[src/rtl/native_port_router_if.sv]
// Native memory port bundle: command, write-data and read-data channels.
// Master issues commands and write data; slave returns read data.
interface native_port_router_if #(
    parameter int ADDR_W = 26,
    parameter int DATA_W = 256
);
    logic              cmd_valid;
    logic              cmd_ready;
    logic              cmd_first;
    logic              cmd_last;
    logic              cmd_we;
    logic              cmd_mw;
    logic [ADDR_W-1:0] cmd_addr;

    logic                wdata_valid;
    logic                wdata_ready;
    logic                wdata_first;
    logic                wdata_last;
    logic [DATA_W-1:0]   wdata_data;
    logic [DATA_W/8-1:0] wdata_we;

    logic              rdata_valid;
    logic              rdata_ready;
    logic              rdata_first;
    logic              rdata_last;
    logic [DATA_W-1:0] rdata_data;

    modport master (
        output cmd_valid, cmd_first, cmd_last, cmd_we, cmd_mw, cmd_addr,
        input  cmd_ready,
        output wdata_valid, wdata_first, wdata_last, wdata_data, wdata_we,
        input  wdata_ready,
        input  rdata_valid, rdata_first, rdata_last, rdata_data,
        output rdata_ready
    );

    modport slave (
        input  cmd_valid, cmd_first, cmd_last, cmd_we, cmd_mw, cmd_addr,
        output cmd_ready,
        input  wdata_valid, wdata_first, wdata_last, wdata_data, wdata_we,
        output wdata_ready,
        output rdata_valid, rdata_first, rdata_last, rdata_data,
        input  rdata_ready
    );
endinterface

[src/rtl/native_port_router.sv]
// Steers host native commands to one of two controller ports by address bit
// and returns read data in issue order using per-type port-ID order FIFOs.
module native_port_router #(
    parameter int ADDR_W  = 26,
    parameter int DATA_W  = 256,
    parameter int SEL_BIT = 0,
    parameter int DEPTH   = 16,
    parameter int CNT_W   = $clog2(DEPTH + 1)
) (
    input  logic                  clk,
    input  logic                  rst,
    native_port_router_if.slave   h,
    native_port_router_if.master  p0,
    native_port_router_if.master  p1,
    output logic [CNT_W-1:0]      wr_pending,
    output logic [CNT_W-1:0]      rd_pending
);
    localparam int PW = $clog2(DEPTH);

    logic [DEPTH-1:0] wr_q;
    logic [DEPTH-1:0] rd_q;
    logic [PW-1:0]    wr_wp, wr_rp;
    logic [PW-1:0]    rd_wp, rd_rp;

    logic wr_full, wr_empty, rd_full, rd_empty;
    logic wr_head, rd_head;
    logic sel, is_wr, space;
    logic wd_ok, rd_ok;
    logic wr_push, wr_pop, rd_push, rd_pop;

    assign wr_full  = (wr_pending == CNT_W'(DEPTH));
    assign rd_full  = (rd_pending == CNT_W'(DEPTH));
    assign wr_empty = (wr_pending == '0);
    assign rd_empty = (rd_pending == '0);
    assign wr_head  = wr_q[wr_rp];
    assign rd_head  = rd_q[rd_rp];

    // Write data follows the port recorded at the write FIFO head
    assign wd_ok = !rst && !wr_empty;
    assign h.wdata_ready = wd_ok &&
        (wr_head ? p1.wdata_ready : p0.wdata_ready);
    assign p0.wdata_valid = wd_ok && !wr_head && h.wdata_valid;
    assign p1.wdata_valid = wd_ok && wr_head && h.wdata_valid;
    assign p0.wdata_first = h.wdata_first;
    assign p1.wdata_first = h.wdata_first;
    assign p0.wdata_last  = h.wdata_last;
    assign p1.wdata_last  = h.wdata_last;
    assign p0.wdata_data  = h.wdata_data;
    assign p1.wdata_data  = h.wdata_data;
    assign p0.wdata_we    = h.wdata_we;
    assign p1.wdata_we    = h.wdata_we;

    assign rd_ok = !rst && !rd_empty;
    assign h.rdata_valid = rd_ok &&
        (rd_head ? p1.rdata_valid : p0.rdata_valid);
    assign h.rdata_first = rd_head ? p1.rdata_first : p0.rdata_first;
    assign h.rdata_last  = rd_head ? p1.rdata_last  : p0.rdata_last;
    assign h.rdata_data  = rd_head ? p1.rdata_data  : p0.rdata_data;
    assign p0.rdata_ready = rd_ok && !rd_head && h.rdata_ready;
    assign p1.rdata_ready = rd_ok && rd_head && h.rdata_ready;

    assign wr_pop = h.wdata_valid && h.wdata_ready && h.wdata_last;
    assign rd_pop = h.rdata_valid && h.rdata_ready && h.rdata_last;

    // A same-cycle pop frees a slot, so a full FIFO can still accept
    assign sel   = h.cmd_addr[SEL_BIT];
    assign is_wr = h.cmd_we;
    assign space = is_wr ? (!wr_full || wr_pop) : (!rd_full || rd_pop);

    assign p0.cmd_valid = !rst && h.cmd_valid && space && !sel;
    assign p1.cmd_valid = !rst && h.cmd_valid && space && sel;
    assign h.cmd_ready  = !rst && space &&
        (sel ? p1.cmd_ready : p0.cmd_ready);
    assign p0.cmd_first = h.cmd_first;
    assign p1.cmd_first = h.cmd_first;
    assign p0.cmd_last  = h.cmd_last;
    assign p1.cmd_last  = h.cmd_last;
    assign p0.cmd_we    = h.cmd_we;
    assign p1.cmd_we    = h.cmd_we;
    assign p0.cmd_mw    = h.cmd_mw;
    assign p1.cmd_mw    = h.cmd_mw;
    assign p0.cmd_addr  = h.cmd_addr;
    assign p1.cmd_addr  = h.cmd_addr;

    assign wr_push = h.cmd_valid && h.cmd_ready && is_wr;
    assign rd_push = h.cmd_valid && h.cmd_ready && !is_wr;

    always_ff @(posedge clk) begin
        if (rst) begin
            wr_wp      <= '0;
            wr_rp      <= '0;
            rd_wp      <= '0;
            rd_rp      <= '0;
            wr_pending <= '0;
            rd_pending <= '0;
        end else begin
            if (wr_push) begin
                wr_q[wr_wp] <= sel;
                wr_wp       <= wr_wp + 1'b1;
            end
            if (wr_pop) wr_rp <= wr_rp + 1'b1;
            if (rd_push) begin
                rd_q[rd_wp] <= sel;
                rd_wp       <= rd_wp + 1'b1;
            end
            if (rd_pop) rd_rp <= rd_rp + 1'b1;
            wr_pending <= wr_pending + CNT_W'(wr_push) - CNT_W'(wr_pop);
            rd_pending <= rd_pending + CNT_W'(rd_push) - CNT_W'(rd_pop);
        end
    end
endmodule

[src/flat_wrapper.sv]
// flat-port wrapper written by rule: the top's interface ports become plain ports
module native_port_router_flat 
#(
    parameter int ADDR_W  = 26,
    parameter int DATA_W  = 256,
    parameter int SEL_BIT = 0,
    parameter int DEPTH   = 16,
    parameter int CNT_W   = $clog2(DEPTH + 1)
)
  (clk, rst, wr_pending, rd_pending, h_cmd_valid, h_cmd_first, h_cmd_last, h_cmd_we, h_cmd_mw, h_cmd_addr, h_cmd_ready, h_wdata_valid, h_wdata_first, h_wdata_last, h_wdata_data, h_wdata_we, h_wdata_ready, h_rdata_valid, h_rdata_first, h_rdata_last, h_rdata_data, h_rdata_ready, p0_cmd_valid, p0_cmd_first, p0_cmd_last, p0_cmd_we, p0_cmd_mw, p0_cmd_addr, p0_cmd_ready, p0_wdata_valid, p0_wdata_first, p0_wdata_last, p0_wdata_data, p0_wdata_we, p0_wdata_ready, p0_rdata_valid, p0_rdata_first, p0_rdata_last, p0_rdata_data, p0_rdata_ready, p1_cmd_valid, p1_cmd_first, p1_cmd_last, p1_cmd_we, p1_cmd_mw, p1_cmd_addr, p1_cmd_ready, p1_wdata_valid, p1_wdata_first, p1_wdata_last, p1_wdata_data, p1_wdata_we, p1_wdata_ready, p1_rdata_valid, p1_rdata_first, p1_rdata_last, p1_rdata_data, p1_rdata_ready);
  native_port_router_if #(.ADDR_W(ADDR_W), .DATA_W(DATA_W)) h_i ();
  native_port_router_if #(.ADDR_W(ADDR_W), .DATA_W(DATA_W)) p0_i ();
  native_port_router_if #(.ADDR_W(ADDR_W), .DATA_W(DATA_W)) p1_i ();
  input  logic clk;
  input  logic rst;
  output logic [CNT_W-1:0] wr_pending;
  output logic [CNT_W-1:0] rd_pending;
  input wire logic [$bits(h_i.cmd_valid)-1:0] h_cmd_valid;
  input wire logic [$bits(h_i.cmd_first)-1:0] h_cmd_first;
  input wire logic [$bits(h_i.cmd_last)-1:0] h_cmd_last;
  input wire logic [$bits(h_i.cmd_we)-1:0] h_cmd_we;
  input wire logic [$bits(h_i.cmd_mw)-1:0] h_cmd_mw;
  input wire logic [$bits(h_i.cmd_addr)-1:0] h_cmd_addr;
  output wire logic [$bits(h_i.cmd_ready)-1:0] h_cmd_ready;
  input wire logic [$bits(h_i.wdata_valid)-1:0] h_wdata_valid;
  input wire logic [$bits(h_i.wdata_first)-1:0] h_wdata_first;
  input wire logic [$bits(h_i.wdata_last)-1:0] h_wdata_last;
  input wire logic [$bits(h_i.wdata_data)-1:0] h_wdata_data;
  input wire logic [$bits(h_i.wdata_we)-1:0] h_wdata_we;
  output wire logic [$bits(h_i.wdata_ready)-1:0] h_wdata_ready;
  output wire logic [$bits(h_i.rdata_valid)-1:0] h_rdata_valid;
  output wire logic [$bits(h_i.rdata_first)-1:0] h_rdata_first;
  output wire logic [$bits(h_i.rdata_last)-1:0] h_rdata_last;
  output wire logic [$bits(h_i.rdata_data)-1:0] h_rdata_data;
  input wire logic [$bits(h_i.rdata_ready)-1:0] h_rdata_ready;
  output wire logic [$bits(p0_i.cmd_valid)-1:0] p0_cmd_valid;
  output wire logic [$bits(p0_i.cmd_first)-1:0] p0_cmd_first;
  output wire logic [$bits(p0_i.cmd_last)-1:0] p0_cmd_last;
  output wire logic [$bits(p0_i.cmd_we)-1:0] p0_cmd_we;
  output wire logic [$bits(p0_i.cmd_mw)-1:0] p0_cmd_mw;
  output wire logic [$bits(p0_i.cmd_addr)-1:0] p0_cmd_addr;
  input wire logic [$bits(p0_i.cmd_ready)-1:0] p0_cmd_ready;
  output wire logic [$bits(p0_i.wdata_valid)-1:0] p0_wdata_valid;
  output wire logic [$bits(p0_i.wdata_first)-1:0] p0_wdata_first;
  output wire logic [$bits(p0_i.wdata_last)-1:0] p0_wdata_last;
  output wire logic [$bits(p0_i.wdata_data)-1:0] p0_wdata_data;
  output wire logic [$bits(p0_i.wdata_we)-1:0] p0_wdata_we;
  input wire logic [$bits(p0_i.wdata_ready)-1:0] p0_wdata_ready;
  input wire logic [$bits(p0_i.rdata_valid)-1:0] p0_rdata_valid;
  input wire logic [$bits(p0_i.rdata_first)-1:0] p0_rdata_first;
  input wire logic [$bits(p0_i.rdata_last)-1:0] p0_rdata_last;
  input wire logic [$bits(p0_i.rdata_data)-1:0] p0_rdata_data;
  output wire logic [$bits(p0_i.rdata_ready)-1:0] p0_rdata_ready;
  output wire logic [$bits(p1_i.cmd_valid)-1:0] p1_cmd_valid;
  output wire logic [$bits(p1_i.cmd_first)-1:0] p1_cmd_first;
  output wire logic [$bits(p1_i.cmd_last)-1:0] p1_cmd_last;
  output wire logic [$bits(p1_i.cmd_we)-1:0] p1_cmd_we;
  output wire logic [$bits(p1_i.cmd_mw)-1:0] p1_cmd_mw;
  output wire logic [$bits(p1_i.cmd_addr)-1:0] p1_cmd_addr;
  input wire logic [$bits(p1_i.cmd_ready)-1:0] p1_cmd_ready;
  output wire logic [$bits(p1_i.wdata_valid)-1:0] p1_wdata_valid;
  output wire logic [$bits(p1_i.wdata_first)-1:0] p1_wdata_first;
  output wire logic [$bits(p1_i.wdata_last)-1:0] p1_wdata_last;
  output wire logic [$bits(p1_i.wdata_data)-1:0] p1_wdata_data;
  output wire logic [$bits(p1_i.wdata_we)-1:0] p1_wdata_we;
  input wire logic [$bits(p1_i.wdata_ready)-1:0] p1_wdata_ready;
  input wire logic [$bits(p1_i.rdata_valid)-1:0] p1_rdata_valid;
  input wire logic [$bits(p1_i.rdata_first)-1:0] p1_rdata_first;
  input wire logic [$bits(p1_i.rdata_last)-1:0] p1_rdata_last;
  input wire logic [$bits(p1_i.rdata_data)-1:0] p1_rdata_data;
  output wire logic [$bits(p1_i.rdata_ready)-1:0] p1_rdata_ready;
  assign h_i.cmd_valid = h_cmd_valid;
  assign h_i.cmd_first = h_cmd_first;
  assign h_i.cmd_last = h_cmd_last;
  assign h_i.cmd_we = h_cmd_we;
  assign h_i.cmd_mw = h_cmd_mw;
  assign h_i.cmd_addr = h_cmd_addr;
  assign h_cmd_ready = h_i.cmd_ready;
  assign h_i.wdata_valid = h_wdata_valid;
  assign h_i.wdata_first = h_wdata_first;
  assign h_i.wdata_last = h_wdata_last;
  assign h_i.wdata_data = h_wdata_data;
  assign h_i.wdata_we = h_wdata_we;
  assign h_wdata_ready = h_i.wdata_ready;
  assign h_rdata_valid = h_i.rdata_valid;
  assign h_rdata_first = h_i.rdata_first;
  assign h_rdata_last = h_i.rdata_last;
  assign h_rdata_data = h_i.rdata_data;
  assign h_i.rdata_ready = h_rdata_ready;
  assign p0_cmd_valid = p0_i.cmd_valid;
  assign p0_cmd_first = p0_i.cmd_first;
  assign p0_cmd_last = p0_i.cmd_last;
  assign p0_cmd_we = p0_i.cmd_we;
  assign p0_cmd_mw = p0_i.cmd_mw;
  assign p0_cmd_addr = p0_i.cmd_addr;
  assign p0_i.cmd_ready = p0_cmd_ready;
  assign p0_wdata_valid = p0_i.wdata_valid;
  assign p0_wdata_first = p0_i.wdata_first;
  assign p0_wdata_last = p0_i.wdata_last;
  assign p0_wdata_data = p0_i.wdata_data;
  assign p0_wdata_we = p0_i.wdata_we;
  assign p0_i.wdata_ready = p0_wdata_ready;
  assign p0_i.rdata_valid = p0_rdata_valid;
  assign p0_i.rdata_first = p0_rdata_first;
  assign p0_i.rdata_last = p0_rdata_last;
  assign p0_i.rdata_data = p0_rdata_data;
  assign p0_rdata_ready = p0_i.rdata_ready;
  assign p1_cmd_valid = p1_i.cmd_valid;
  assign p1_cmd_first = p1_i.cmd_first;
  assign p1_cmd_last = p1_i.cmd_last;
  assign p1_cmd_we = p1_i.cmd_we;
  assign p1_cmd_mw = p1_i.cmd_mw;
  assign p1_cmd_addr = p1_i.cmd_addr;
  assign p1_i.cmd_ready = p1_cmd_ready;
  assign p1_wdata_valid = p1_i.wdata_valid;
  assign p1_wdata_first = p1_i.wdata_first;
  assign p1_wdata_last = p1_i.wdata_last;
  assign p1_wdata_data = p1_i.wdata_data;
  assign p1_wdata_we = p1_i.wdata_we;
  assign p1_i.wdata_ready = p1_wdata_ready;
  assign p1_i.rdata_valid = p1_rdata_valid;
  assign p1_i.rdata_first = p1_rdata_first;
  assign p1_i.rdata_last = p1_rdata_last;
  assign p1_i.rdata_data = p1_rdata_data;
  assign p1_rdata_ready = p1_i.rdata_ready;
  native_port_router #(.ADDR_W(ADDR_W), .DATA_W(DATA_W), .SEL_BIT(SEL_BIT), .DEPTH(DEPTH), .CNT_W(CNT_W)) u_core (.clk(clk), .rst(rst), .h(h_i), .p0(p0_i), .p1(p1_i), .wr_pending(wr_pending), .rd_pending(rd_pending));
endmodule
[config.mk]
export PLATFORM = sky130hd
export DESIGN_NAME = native_port_router_flat
export DESIGN_NICKNAME = d
export VERILOG_FILES = /design/src/rtl/native_port_router_if.sv /design/src/rtl/native_port_router.sv /design/src/flat_wrapper.sv
export SDC_FILE = /design/constraint.sdc
export NUM_CORES = 1
export LEC_CHECK = 0
export ABC_AREA = 1
export CORE_AREA = 2 2 692 694
export DETAILED_ROUTE_END_ITERATION = 12
export DIE_AREA = 0 0 694 696
export PLACE_DENSITY = 0.3
export SLEW_MARGIN = 20
export SYNTH_ARGS = -nofsm -noshare
export SYNTH_HDL_FRONTEND = slang
export SYNTH_SLANG_ARGS = --single-unit
[constraint.sdc]
create_clock -name clk -period 3 [get_ports clk]
set_input_delay 0.75 -clock clk [delete_from_list [all_inputs] [get_ports clk]]
set_output_delay 0.75 -clock clk [all_outputs]
set_load 0.01 [all_outputs]
* Word-level counts from Yosys, hierarchy flattened
Index checks and enable logic that the tools add are counted.
** Storage, ports and cells
- Register bits after elaboration :: 58
- Bits in latches :: 0
- RAM bits :: 0
- Bits in read-only memories :: 0
- Input port bits :: 847
- Output and inout bits :: 917
- Word-level logic and storage cells :: 84
- Memories :: 0
** Cells by class
- Add/sub/neg operators :: 8
- $mul :: 0
- Div/mod/pow operators :: 0
- Magnitude comparators :: 6
- Equality and inequality tests :: 2
- Shift-type cells :: 0
- Muxes and demuxes :: 17
- Bitwise logic cells :: 1
- Reductions and logical operators :: 42
** Operators with widths (count)
- $mux W256 :: 1
- $bwmux W16 :: 2
- $logic_and A1 B1 Y1 :: 27
- $lt A4 B5 Y1 const B :: 4
- $add A4 B1 Y4 const B :: 4
- $add A5 B1 Y5 :: 2
- $eq A5 B5 Y1 const B :: 2
- $logic_not A5 Y1 :: 2
- $mux W1 :: 10
- $sub A5 B1 Y5 :: 2
- $logic_not A1 Y1 :: 9
- $bmux W1 S4 :: 2
- $demux W1 S4 :: 2
- $ge A4 B1 Y1 const B :: 2
- $reduce_and A2 Y1 :: 2
- $logic_or A1 B1 Y1 :: 2
- $not A1 Y1 :: 1

* Longest topological paths before layout
Gate-level depths: netlist of the first run.
- Word-level depth :: 14
- Depth in mapped cells :: 21
- Mapped depth without buffers :: 21

* Worst setup path before layout of the first run
Ideal clock, no wire load.
- Path type :: input port to flip-flop
- Start point :: input port rst
- End point :: register u_core.wr_pending[4]
- Setup time :: 120 ps
- Arrival :: 2714 ps
- Data required time :: 2880 ps
- Setup slack :: 166 ps
- Stages on the path :: 16
- Cell sequence :: inv_1 o21ai_0 inv_1 nand2_1 nor2_1 nand3_2 nand2_1 nand4_4 nor2_8 ha_1 fa_1 nand2_1 a21oi_1 nor2_1 o21ai_0 a21oi_1
** On the way
- Longest elaborated chain between the ends :: 13
** Ends and longest elaborated chain
- from (decl) :: RTL line flat_wrapper.sv:15 : input logic rst;
- $logic_not A1 Y1 :: RTL line native_port_router.sv:39, native_port_router.sv:53, native_port_router.sv:72
- $logic_and A1 B1 Y1 (on tied branches) :: RTL line native_port_router.sv:53, native_port_router.sv:39
- $logic_and A1 B1 Y1 (on tied branches) :: RTL line native_port_router.sv:54, native_port_router.sv:40
- $logic_and A1 B1 Y1 (on tied branches) (2 in a row) :: RTL line native_port_router.sv:63, native_port_router.sv:62
- $logic_or A1 B1 Y1 :: RTL line native_port_router.sv:68 : assign space = is_wr ? (!wr_full || wr_pop) : (!rd_full || rd_pop);
- $mux W1 :: RTL line native_port_router.sv:68
- $logic_and A1 B1 Y1 (2 in a row) :: RTL line native_port_router.sv:72 : assign h.cmd_ready = !rst && space &&
- $logic_and A1 B1 Y1 (2 in a row) :: RTL line native_port_router.sv:85 : assign wr_push = h.cmd_valid && h.cmd_ready && is_wr;
- $add A5 B1 Y5 :: RTL line native_port_router.sv:107 : wr_pending <= wr_pending + CNT_W'(wr_push) - CNT_W'(wr_pop);
- $sub A5 B1 Y5 :: RTL line native_port_router.sv:107
- to (signal assigned) :: RTL line native_port_router.sv:107
- to (decl) :: RTL line native_port_router.sv:15 : output logic [CNT_W-1:0] wr_pending,
Several ways; a longest one is shown, not always the timed one.
A chain may end at the register's enable or synchronous reset.

* Worst setup path after layout of the first run
- Start point :: register u_core.rd_rp[0]
- End point :: output port h_rdata_data[179]
** On the way
- Longest elaborated chain between the ends :: 3
** Ends and longest elaborated chain
- from (decl) :: RTL line native_port_router.sv:23 : logic [PW-1:0] rd_wp, rd_rp;
- from (signal assigned) :: RTL line native_port_router.sv:106 : if (rd_pop) rd_rp <= rd_rp + 1'b1;
- $bmux W1 S4 :: RTL line native_port_router.sv:36 : assign rd_head = rd_q[rd_rp];
- $mux W1 (implied by the code) :: RTL line native_port_router.sv:36
- $mux W256 :: RTL line native_port_router.sv:58 : assign h.rdata_data = rd_head ? p1.rdata_data : p0.rdata_data;
- to (decl) :: RTL line flat_wrapper.sv:34 : output wire logic [$bits(h_i.rdata_data)-1:0] h_rdata_data;
No other way between the ends. The select of a mux whose other input is x is not followed.

==> impl_metrics.yaml, run 1 <==
status:
  status: "finished, violations left"
  violations: "setup timing"
cts:
  cts-buffers-inserted: 9
  cts.sinks: 58
  clk_pin_slew_ns: 0.06
  ctsHtreeMaxLevel: 3
  cts_tree: "yes"
  clock_path_buffers: 2
  postCtsHoldBufs: 0
  clockRootBuffer: "clkbuf_16"
  clock_latency_ns: 0.35
routing:
  drt_iter0_drc: 998
  wl_per_cell_microns: 42.60
  ant_nets: 0
  routed_wl_microns: 366000
  drc: 0
  viasPerCell: 1.799
  dr.pass1.iters: 5
  vias: 15459
floorplanning:
  ios: 1764
  die_w_microns: 694
  die_h_microns: 696
  core.rowCount: 254
  start_util: 0.02347
  core_area_sq_mm: 0.4764
  fp.dieArea_sq_mm: 0.4830
run:
  cap_violations: 0
setup_path:
  crit_chain: "buf_6, nand2_1, nand3_2, nand3_2, nand2_4, nand2_8, buf_12, buf_16, buf_12, buf_12, buf_16, buf_4, nand2_2, nand2_1, buf_2"
  critPathMaxFanout: 8
  critPathTopFamily: "buffers and inverters"
  start_kind: "flip-flop"
  max_stage_delay_ns: 0.41
  worstPathRequired_ns: 2.25
  crit_top_cell: "buf_12"
  critPathKind: "flip-flop to output pin"
  path_buf_inv: 8
  cp_slowest_cell: "dfxtp_4"
  cp.arrival_ns: 2.50
  endpoint_kind: "output pin"
sta:
  hold_violations: 0
  tightest_slew_ns: 0.4023
  finClkSkew_ns: 0.01111
  relSlewSlack: 0.7310
  fin_crit_sh: 1.083
  fin_crit_ns: 3.249
  fin_ws_ns: -0.2491
  fmax_mhz: 307.8
  setup_viol: 230
  rsz0062_at_grt: "yes"
  slew_viol_final: 0
  hold_ws_ns: 0.5156
placement:
  io_buffers: 812
  gp_congestion: 0.7682
  dp_cells: 8372
  dpl-instance-area_sq_mm: 0.02437
  pre_cts_slack_ns: -0.9557
  place_hpwl_microns: 343000
synthesis:
  synthDistinctLibCells: 32
  ys_async_sr_fraction: 0
  synth_area_sq_mm: 0.01118
  yosys_warnings: 0
  ys_seq_elements: 58
  synth.yosys.seq_area_share: 0.1325
  synth_nets: 2732
  synthFlopType: "edfxtp_1"
  syn-mean-instance-area_sq_um: 6.008
  synth_edf_count: 32
  synthCells: 1861
final_layout:
  stdcell_count: 8592
  design_area_sq_mm: 0.02914
  drive_gt1_frac: 0.4274
  nets: 3110
  area_growth_pct: 160.6
grt:
  first_global_vias: 13557
  grt_pass1_wl_microns: 389500
  grt-ovfl-total: 0
  antenna_found_initial: 295
  grt.total_usage: 0.1431
  grt_max_degree: 38
pwr:
  p_per_area_mw_per_mm2: 331.3
  total_power_uw: 9655
  leakage_uw: 0.01057
  ir_worst_vdd_mv: 0.2346
hold_path:
  hp-class: "flip-flop to flip-flop"
[cells in the final DEF, fill, tap and decap left out, types with 4 or more instances in the layout]
cell,count
a21oi_1,16
buf_12,143
buf_16,14
buf_2,42
buf_4,118
buf_6,118
buf_8,26
clkbuf_16,25
clkbuf_2,12
clkdlybuf4s15_2,9
clkdlybuf4s50_1,546
dfxtp_1,22
diode_2,76
dlygate4sd2_1,4
dlymetal6s2s_1,17
edfxtp_1,32
ha_1,19
inv_1,50
inv_2,7
nand2_1,470
nand2_2,178
nand2_4,197
nand2_8,10
nand3_1,15
nand3_2,6
nor2_1,56
nor2_2,16
nor2_4,4
o21ai_0,14
o21ai_1,7
xor2_1,6
[metrics by stage]
stage	util	setup TNS (ns)
global placement	0.05117	-78.95
detailed placement	0.05117	-84.59
floorplan	-	0
finish	0.06116	-30.44
global route	0.06079	-67.21
CTS	0.05335	-70.92
[state kept, by name, summed over array words and instances, names as in the netlist]
| register | cells |
|---|---|
| u_core.wr_rp | 4 |
| u_core.rd_pending | 5 |
| u_core.rd_q | 16 |
| u_core.wr_wp | 4 |
| u_core.wr_pending | 5 |
| u_core.rd_rp | 4 |
| u_core.rd_wp | 4 |
| u_core.wr_q | 16 |
[per-layer routing]
metal | global-route usage | share of wire
met1 | 0.1081 | 0.27
met3 | 0.1932 | 0.28
met4 | 0.02115 | 0.024
met5 | 0.02760 | 0.0075
met2 | 0.2168 | 0.42
[tightest hold or removal path, stage by stage, from the launching register on]
cell and delay [ns]:
dfxtp_1 0.31, inv_1 0.09, a21oi_1 0.07
[power by group]
group	switching [uW]	internal, uW	total [uW]
Sequential	34.9	885	920
Clock	417	725	1140
Combinational	3800	3790	7590
[final timing paths]
| path | startpoint | slack (ns) | cells after the start | end |
|---|---|---|---|---|
| worst max register to register | u_core.rd_rp[0] | -0.14 | 24 | u_core.rd_pending[4] |
| worst min register to register | u_core.wr_rp[3] | 0.52 | 2 | u_core.wr_rp[3] |
| worst min-delay path | u_core.wr_rp[3] | 0.52 | 2 | u_core.wr_rp[3] |
| worst max-delay path | u_core.rd_rp[0] | -0.25 | 15 | h_rdata_data[179] |
[what timing repair did]
action / CTS / global route
resized for setup: 435 / 917
buffers inserted: 29 / 87
setup endpoints to repair: 302 / 302
pin swaps: 25 / 126
cloned: 8 / 22
hold endpoints to repair: 0 / 0
[Yosys cell counts, types with 4 or more instances]
cell / instances / area share
nor2_1: 74 / 0.025
nand2_2: 4 / 0.0022
dfxtp_1: 26 / 0.047
xor2_1: 6 / 0.0047
buf_4: 642 / 0.43
nand2_1: 841 / 0.28
o21ai_1: 4 / 0.0018
a21oi_1: 19 / 0.0085
nand2_4: 10 / 0.010
edfxtp_1: 32 / 0.086
nand3_1: 22 / 0.0098
clkbuf_1: 57 / 0.019
inv_1: 56 / 0.019
ha_1: 22 / 0.025
o21ai_0: 18 / 0.0081
[cell families (layout without fill, tap and decap cells)]
kind of cell / count (synthesis) / after routing / share of synthesized area
other cells: 0 / 76 / 0
compound gates: 43 / 43 / 0.01947
fa+ha+maj: 24 / 24 / 0.02820
simple gates: 967 / 967 / 0.3423
flops: 58 / 58 / 0.1325
buf+inv: 761 / 1144 / 0.4712
xor+xnor: 8 / 8 / 0.006267
[final cells by class]
class / count / area [sq um]
sequential: 58 / 1494
timing repair inverter: 1 / 16.27
clock buffer: 9 / 225.2
clock inverter: 7 / 93.84
fill: 56121 / 447300
multi-input combinational: 1042 / 6638
antenna: 76 / 190.2
tap: 6272 / 7848
inverter: 61 / 262.8
timing repair buffer: 1066 / 12370
Power figures use the tool's default switching activity.
==> run 2: changes to the inputs <==
--- a/config.mk
+++ b/config.mk
@@ -6,9 +6,11 @@
 export NUM_CORES = 1
 export LEC_CHECK = 0
 export ABC_AREA = 1
-export CORE_AREA = 2 2 692 694
+export CAP_MARGIN = 20
+export CORE_AREA = 2 2 681 683
 export DETAILED_ROUTE_END_ITERATION = 12
-export DIE_AREA = 0 0 694 696
+export DIE_AREA = 0 0 683 685
+export GPL_TIMING_DRIVEN = 0
 export PLACE_DENSITY = 0.3
 export SLEW_MARGIN = 20
 export SYNTH_ARGS = -nofsm -noshare
==> constraint.sdc (replaced) <==
create_clock -name clk -period 3.65 [get_ports clk]
set_input_delay 0.9125 -clock clk [delete_from_list [all_inputs] [get_ports clk]]
set_output_delay 0.9125 -clock clk [all_outputs]
set_load 0.01 [all_outputs]
==> impl_metrics.yaml, run 2 (synthesis gave the netlist of run 1 again) <==
routing:
  wl_per_cell_microns: 43.00
  dr.pass1.iters: 5
  drt_iter0_drc: 1366
  routed_wl_microns: 414600
  vias: 19491
  ant_nets: 0
  drc: 0
  viasPerCell: 2.021
final_layout:
  final_common_cell: "clkdlybuf4s50_1"
  stdcell_count: 9642
  drive_gt1_frac: 0.3629
  area_growth_pct: 221.5
  reg.largest.list: "u_core.rd_q: 16 flops, u_core.wr_q: 16 flops"
  utilization: 0.07790
  nets: 4242
  nFillCells: 54281
  mostFrequentLayoutCells: "1,169 x clkdlybuf4s50_1, 706 x buf_4, 633 x nand2_1"
  design_area_sq_mm: 0.03594
setup_path:
  rr_worst_depth: 21
  path_buf_inv: 5
  cp.depth: 8
  reg2reg_slack_ns: 0.44
  cp.arrival_ns: 2.67
  cp_slowest_cell: "clkdlybuf4s50_1"
  start_kind: "input port"
  cp-endpoint: "p0_wdata_valid"
  critPathTopFamily: "buffers and inverters"
  crit_chain: "clkdlybuf4s15_1, clkinvlp_4, buf_12, o21ai_0, inv_1, nand2_1, nor2_2, clkdlybuf4s50_1"
  worstPathRequired_ns: 2.74
  endpoint_kind: "output pin"
  startpoint: "rst"
  max_stage_delay_ns: 0.65
  timing.rr.end: "u_core.wr_pending[4]"
  critPathKind: "input port to output pin"
  r2r_start: "u_core.rd_rp[0]"
  critPathMaxFanout: 4
sta:
  slew_viol_final: 0
  hold_ws_ns: 0.5075
  tightest_slew_ns: 1.087
  setup_viol: 0
  hold_violations: 0
  tns_ns: 0
  fin_crit_ns: 3.578
  rsz0062_at_grt: "yes"
  finClkSkew_ns: 0.01323
  fin_crit_sh: 0.9803
  relSlewSlack: 0.2729
  fmax_mhz: 279.5
cts:
  clock_latency_ns: 0.35
  ctsHtreeMaxLevel: 3
  cts-buffers-inserted: 9
  clk_pin_slew_ns: 0.06
  cts.sinks: 58
  clockRootBuffer: "clkbuf_16"
  clock_path_buffers: 2
  cts_tree: "yes"
run:
  cap_violations: 0
pwr:
  leakage_uw: 0.01418
  p_per_area_mw_per_mm2: 255.3
  ir_worst_vdd_mv: 0.1742
placement:
  dpl-instance-area_sq_mm: 0.03349
  place_hpwl_microns: 398900
  dp_cells: 9486
  io_buffers: 1446
  gp_congestion: 0.9488
grt:
  grt-ovfl-total: 0
  first_global_vias: 18123
  grt_max_degree: 38
  antenna_found_initial: 411
  grt.total_usage: 0.1698
  grt_pass1_wl_microns: 452400
floorplanning:
  core.rowCount: 250
  core_area_sq_mm: 0.4614
  die_h_microns: 685
  fp.dieArea_sq_mm: 0.4679
  ios: 1764
  start_util: 0.02423
  die_w_microns: 683
status:
  status: "finished clean"
hold_path:
  hp-class: "flip-flop to flip-flop"
run 2: stage by stage:
step | total power (uW) | worst slack (ns)
after floorplan | 2676 | 0.6536
after global placement | 8139 | -2.892
after detailed placement | 8138 | -2.247
after CTS | 9496 | -0.1348
after global routing | 9651 | -0.02649
final | 9177 | 0.07185
run 2: what timing repair did:
item | 4_1_cts | 5_1_grt
setup endpoints to repair | 290 | 220
setup buffers | 25 | 14
hold buffers | 0 | 0
gates cloned | 4 | 6
pin swaps | 9 | 11
resized for setup | 1425 | 174
run 2: layer usage:
layer	global-route usage	routed length, microns	vias to the layer above
li1	-	-	8145
met1	0.1903	155700	8962
met2	0.2743	185400	1635
met3	0.1148	65630	523
met4	0.01496	6373	226
met5	0	1477	-
run 2: power breakdown:
| part | switching (uW) | internal, uW | total (uW) |
|---|---|---|---|
| clock | 358 | 533 | 891 |
| sequential | 44.4 | 728 | 772 |
| combinational | 4550 | 2960 | 7510 |
| total | 4950 | 4230 | 9180 |
run 2: how the worst min path moves through the flow:
| stage | end | start | depth (start not counted) |
|---|---|---|---|
| after floorplan | u_core.wr_rp[3] | u_core.wr_rp[3] | 2 |
| after global placement | u_core.rd_wp[3] | u_core.rd_wp[3] | 2 |
| after detailed placement | u_core.wr_rp[3] | u_core.wr_rp[3] | 2 |
| after CTS | u_core.wr_rp[3] | u_core.wr_rp[3] | 2 |
| after global routing | u_core.rd_wp[3] | u_core.rd_wp[3] | 2 |
| final | u_core.wr_rp[3] | u_core.wr_rp[3] | 2 |
run 2: layout make-up:
class	count	area, sq um	area share
timing repair buffer	1498	14640	0.4073
tap	6174	7725	0.2149
buffer	700	5799	0.1614
multi-input combinational	1043	5503	0.1531
sequential	58	1490	0.04146
inverter	61	251.5	0.006997
antenna	92	230.2	0.006405
clock buffer	9	225.2	0.006266
clock inverter	7	77.57	0.002158
run 2: worst register-to-register path: stages (launching register included):
cell	delay, ns
dfxtp_4	0.37
buf_8	0.13
nand2_1	0.05
nand3_1	0.10
nand3_2	0.11
nand2_4	0.18
nand2_8	0.07
buf_4	0.16
nand2_2	0.08
nand2_4	0.09
nor2_1	0.12
nand2_2	0.13
nand2_4	0.11
nand4_4	0.23
nor2_8	0.27
ha_4	0.18
fa_1	0.21
nand2_1	0.07
a21oi_1	0.14
nor2_1	0.08
o21ai_0	0.14
a21oi_1	0.05
